### src/rtl/tx_payload_sched.sv
`default_nettype none
// ============================================================================
// Module   : tx_payload_sched
// Purpose  : Per-frame sequencer for the tx payload generator. Accepts a frame
//            request in IDLE, latches the pattern config, pulses payload_pre to
//            load the generator seed, waits one alignment cycle, then streams
//            len_words words downstream under valid/ready backpressure. The
//            generator is advanced (payload_valid) only on accepted words.
// Ports    : clk, rst_n (sync, active low), gen_en (freeze when low)
//            frame_req/frame_ack, len_words, cfg_type, cfg_seed,
//            cfg_seed_incr, cfg_err_inj, cfg_err_period
//            payload_pre/seed/type/err_inj/valid -> generator
//            word_valid/word_ready/word_sop/word_eop -> downstream
//            busy, frame_cnt (completed frames)
// Options  : TX_PAYLOAD_ERR_SCHED_EN - periodic error injection using a
//            16-bit frame modulo counter; otherwise cfg_err_inj is latched.
// Revision : 1.0 - initial release
// ============================================================================
module tx_payload_sched #(
  parameter int LEN_W = 16,
  parameter int CNT_W = 32
) (
  input  logic             clk,
  input  logic             rst_n,
  input  logic             gen_en,
  input  logic             frame_req,
  output logic             frame_ack,
  input  logic [LEN_W-1:0] len_words,
  input  logic [3:0]       cfg_type,
  input  logic [31:0]      cfg_seed,
  input  logic             cfg_seed_incr,
  input  logic             cfg_err_inj,
  input  logic [15:0]      cfg_err_period,
  output logic             payload_pre,
  output logic [31:0]      payload_seed,
  output logic [3:0]       payload_type,
  output logic             payload_err_inj,
  output logic             payload_valid,
  output logic             word_valid,
  input  logic             word_ready,
  output logic             word_sop,
  output logic             word_eop,
  output logic             busy,
  output logic [CNT_W-1:0] frame_cnt
);

  typedef enum logic [2:0] {
    S_IDLE  = 3'd0,
    S_PRE   = 3'd1,
    S_ALIGN = 3'd2,
    S_DATA  = 3'd3,
    S_DONE  = 3'd4
  } state_t;

  state_t           r_state;
  state_t           w_state_nxt;
  logic             w_accept;
  logic             w_last;
  logic             w_err_hit;
  logic [LEN_W-1:0] r_len;
  logic [LEN_W-1:0] r_word_cnt;
  logic [31:0]      r_seed;
  logic [3:0]       r_type;
  logic             r_err;
  logic             r_seed_vld;   // a seed has been issued since reset
  logic [CNT_W-1:0] r_frame_cnt;

  assign w_last = (r_word_cnt == (r_len - LEN_W'(1)));

  // Next-state logic; every transition is qualified by gen_en so a low
  // gen_en freezes the sequencer exactly where it is.
  always_comb begin
    w_state_nxt = r_state;
    w_accept    = 1'b0;
    if (gen_en && rst_n) begin
      case (r_state)
        S_IDLE: begin
          if (frame_req) begin
            w_accept    = 1'b1;
            w_state_nxt = S_PRE;
          end
        end
        S_PRE:   w_state_nxt = S_ALIGN;
        S_ALIGN: w_state_nxt = S_DATA;
        S_DATA: begin
          if (word_ready && w_last) begin
            w_state_nxt = S_DONE;
          end
        end
        S_DONE:  w_state_nxt = S_IDLE;
        default: w_state_nxt = S_IDLE;
      endcase
    end
  end

  always_ff @(posedge clk) begin
    if (!rst_n) begin
      r_state     <= S_IDLE;
      r_len       <= '0;
      r_word_cnt  <= '0;
      r_seed      <= '0;
      r_type      <= '0;
      r_err       <= 1'b0;
      r_seed_vld  <= 1'b0;
      r_frame_cnt <= '0;
    end else begin
      r_state <= w_state_nxt;
      if (w_accept) begin
        r_len      <= (len_words == '0) ? LEN_W'(1) : len_words;
        r_type     <= cfg_type;
        r_err      <= w_err_hit;
        r_seed     <= (r_seed_vld && cfg_seed_incr) ? (r_seed + 32'd1) : cfg_seed;
        r_seed_vld <= 1'b1;
        r_word_cnt <= '0;
      end else if (payload_valid) begin
        r_word_cnt <= r_word_cnt + LEN_W'(1);
      end
      if (gen_en && (r_state == S_DONE)) begin
        r_frame_cnt <= r_frame_cnt + CNT_W'(1);
      end
    end
  end

`ifdef TX_PAYLOAD_ERR_SCHED_EN
  // Position of the next accepted frame within the error period. The
  // ">=" wrap keeps the counter in range if the period is lowered.
  logic [15:0] r_err_mod;

  assign w_err_hit = cfg_err_inj && (cfg_err_period != 16'd0) &&
                     (r_err_mod == (cfg_err_period - 16'd1));

  always_ff @(posedge clk) begin
    if (!rst_n) begin
      r_err_mod <= '0;
    end else if (w_accept) begin
      if ((cfg_err_period == 16'd0) || (r_err_mod >= (cfg_err_period - 16'd1))) begin
        r_err_mod <= '0;
      end else begin
        r_err_mod <= r_err_mod + 16'd1;
      end
    end
  end
`else
  logic w_unused_period;
  assign w_unused_period = ^cfg_err_period;
  assign w_err_hit       = cfg_err_inj;
`endif

  assign frame_ack       = w_accept;
  assign payload_pre     = gen_en && (r_state == S_PRE);
  assign word_valid      = gen_en && (r_state == S_DATA);
  assign payload_valid   = word_valid && word_ready;
  assign word_sop        = (r_state == S_DATA) && (r_word_cnt == '0);
  assign word_eop        = (r_state == S_DATA) && w_last;
  assign payload_seed    = r_seed;
  assign payload_type    = r_type;
  assign payload_err_inj = r_err;
  assign busy            = (r_state != S_IDLE);
  assign frame_cnt       = r_frame_cnt;

endmodule
`default_nettype wire

### config.mk
export PLATFORM = sky130hd
export DESIGN_NAME = tx_payload_sched
export DESIGN_NICKNAME = d
export VERILOG_FILES = /design/src/rtl/tx_payload_sched.sv
export SDC_FILE = /design/constraint.sdc
export NUM_CORES = 1
export LEC_CHECK = 0
export BUFFER_PORTS_ARGS = -buffer_cell sky130_fd_sc_hd__clkbuf_2
export CAP_MARGIN = 20
export CORE_ASPECT_RATIO = 2
export CORE_MARGIN = 1
export CORE_UTILIZATION = 53
export DETAILED_ROUTE_END_ITERATION = 10
export PLACE_DENSITY_LB_ADDON = 0.05
export RECOVER_POWER = 100
export SYNTH_ARGS = -nofsm -noshare
export SYNTH_HDL_FRONTEND = slang
export SYNTH_SLANG_ARGS = --single-unit
export TNS_END_PERCENT = 50
### constraint.sdc
create_clock -name clk -period 3.3 [get_ports clk]
set_clock_uncertainty 0.1 [all_clocks]
set_input_delay 0.33 -clock clk [delete_from_list [all_inputs] [get_ports clk]]
set_output_delay 0.33 -clock clk [all_outputs]
set_load 0.1 [all_outputs]
==> results.md <==
- Gr ovfl total: 0
- Ys Warns: 0
- CTS clk-pin slew, worst paths: 0.07 ns
- Crit-path max FO: 6
- I/O Buffers: 134
- CP Class: register to primary output
- Setup ws final: 0.128 ns
- Row count: 52
- Sequential element share of the synthesized area: 0.380
- CTS resizes: 1
- Height of the chip: 147 um
- Antenna violations before repair: 0
- CTS Buffer Depth: 2
- Hold Buf Count CTS: 0
- Clock Latency Late Sink: 0.35 ns
- FF+latch count, synth: 105
- Starting Density: 0.545
- CTS root buffer: clkbuf_16
- Mapped Cells: 710
- Setup crit end kind: primary output
- Fin crit period: 3.17 ns
- Max-slew violations: 0
- Syn Area/Cell: 7.80 um2
- Slew @ Worst Pin: 1.25 ns
- Yosys top cell area share: 0.380
- Clock Sinks: 105
- Synth area leaders: dfxtp_1, nand2_1, xnor2_1
- Post-Synth XOR/XNOR Area: 0.0934
- Setup tns final: 0 ns
- Core Region: 10100 um2
- Post-route cell area: 6550 um2
- Crit path required time: 2.87 ns
- RSZ-0062 raised after global routing: false
- CP bufs+invs: 1
- Fin crit share: 0.961
- EDFF count, synth: 0
- Finish-stage setup viols: 0
- Final hold violations: 0
- Crit path top cell by count: or4_4
- DRC viols: 0
- Wirelength per Cell: 15.7 um
- H-tree levels: 3
- Dpl ws: 0.354 ns
- Diode count: 0
- Number of global-route vias before repair: 5451
- Netlist cell types: 57
- Num CTS Buffers: 9
- Synth Area in Adders: 0.0113
- Setup Fix Bufs, Post-CTS: 0
- HP Start: cfg_type[2]
- Worst path cell trace: or4_4 > or4_4 > a21o_2 > nor3_1 > and4_1 > buf_6
- Slew margin rel.: 0.171
- Simple-Gate Fraction of Synth Area: 0.312
- Pwr Total: 2.99 mW
- Routed via count: 5594
- HP Class: input port to register
- I/O Pins: 151
- Synth async-reset ratio: 0
- Post-synth top cells: dfxtp_1, nand2_1, o21ai_0
- Primary FF master, synth: dfxtp_1
- Max Clk Rate: 315 MHz
- Top-count cell post-synth: dfxtp_1
- Vias per inst: 5.76
- Worst hold slack: 0.0580 ns
- Synth Net Count: 790
- Worst path slowest cell: or4_4
- Largest delay contributor family on the critical path: simple AND/OR/NAND/NOR gates
- Critical path origin: r_len[0]$_SDFFE_PN0P_
- Max_cap viols: 0
- Synth-to-Final Area Change: 18.3%
- Status: completed
- CP arrival: 2.74 ns
- PD cells: 457 nW/um2
- Die area: 10900 um2
- CTS tree: done
- Largest net degree at the start of global routing: 69
- Initial DRC Count: 226
- Layout cells sized above 1: 0.114
- LEAKAGE: 2.42 nW
- Largest family of logic cells by synthesized area: simple AND/OR/NAND/NOR gates
- Leading area contributor after synthesis: dfxtp_1
- Multiplexer area fraction after synthesis: 0.00723
- Pre-Repair DR Iteration Count: 4
- Compound-cell area share of the yosys netlist: 0.160
- Routed WL: 15.2 mm
- Critical path's largest stage delay: 0.57 ns
- Post-DP Area: 6350 um2
- HPWL after DPL: 11.3 mm
- GR Util All Layers: 0.291
- ANT nets after route: 0
- First-pass GRT wire length: 24.7 mm
- GPL Wtd Cong: 0.843
- Worst r2r src: r_state[2]$_SDFFE_PN0P_
- Synthesized area: 5540 um2
- Maximum VDD drop: 0.000318 V
- Layout net count: 912
- Startpoint types: register
- Die W: 74.3 um
[layer usage]
layer  track usage  routed length [um]  up-vias
li1              -                   -     2774
met1         0.288                5710     2621
met2         0.541                8270      149
met3        0.0566                 523       50
met4         0.157                 736        0
met5             0                   0        -
[placed cells by master, fill, tap and decap left out, types with 6 or more instances in the layout]
| cell | n |
|---|---|
| nand2_1 | 95 |
| clkbuf_16 | 9 |
| xor2_1 | 20 |
| clkbuf_1 | 79 |
| nand3_1 | 44 |
| and3_1 | 12 |
| inv_1 | 17 |
| and4_1 | 6 |
| buf_4 | 6 |
| xnor2_1 | 39 |
| nor4_1 | 21 |
| o21ai_0 | 56 |
| and2_1 | 8 |
| o22ai_1 | 7 |
| and2_0 | 18 |
| or3_1 | 10 |
| nor2_1 | 45 |
| dfxtp_1 | 105 |
| clkbuf_2 | 60 |
| nand4_1 | 21 |
| a31oi_1 | 6 |
| nand2b_1 | 8 |
| nor3_1 | 30 |
| a21oi_1 | 33 |
[sequential cells by signal (all words and copies together) (netlist names)]
name / count
payload_type: 4
r_word_cnt: 16
payload_seed: 32
payload_err_inj: 1
r_seed_vld: 1
frame_cnt: 32
r_len: 16
r_state: 3
[metrics by stage]
stage / util / cells
after global placement: 0.626 / 956
after CTS: 0.657 / 972
after detailed placement: 0.626 / 956
after floorplan: - / 710
final: 0.645 / 972
after global routing: 0.645 / 972
[final cells by class]
cell class,instances,area [um2]
repair buffers,146,653
clock inverters,6,76.3
inverters,18,67.6
well taps,135,169
fillers,1026,3600
multi-input cells,552,3240
clock buffers,10,239
flip-flops and latches,105,2100
[worst register-to-register path, delay by kind of cell (launching register included)]
family	cells	cell delay (ns)
DFF	1	0.37
AOI/OAI and AO/OA	2	0.32
and+or+nand+nor	4	1.23
buffers and inverters	2	0.97
[worst paths after layout]
path	endpoint	slack, ns	depth (start not counted)
setup / recovery	word_eop	0.13	6
hold reg to reg	payload_type[2]$_SDFFE_PN0P_	0.36	2
hold / removal	payload_type[2]$_SDFFE_PN0P_	0.06	3
setup reg to reg	payload_seed[24]$_SDFFE_PN0P_	0.25	8
[logic make-up (layout without fill, tap and decap cells)]
| kind of cell | after synthesis | after routing |
|---|---|---|
| XOR/XNOR | 59 | 59 |
| multiplexers | 4 | 4 |
| flip-flops | 105 | 105 |
| buffers and inverters | 53 | 180 |
| AND/OR/NAND/NOR | 339 | 339 |
| adder cells (fa/ha/maj) | 5 | 5 |
| AO/OA/AOI/OAI | 145 | 145 |
[power by group]
part | internal (mW) | total, mW | switching [mW] | leakage (nW)
clock network | 0.619 | 1.13 | 0.508 | 0.152
registers | 1.31 | 1.36 | 0.0547 | 0.852
logic | 0.135 | 0.506 | 0.371 | 1.42
Note: power is estimated with default switching activity, not from simulation.
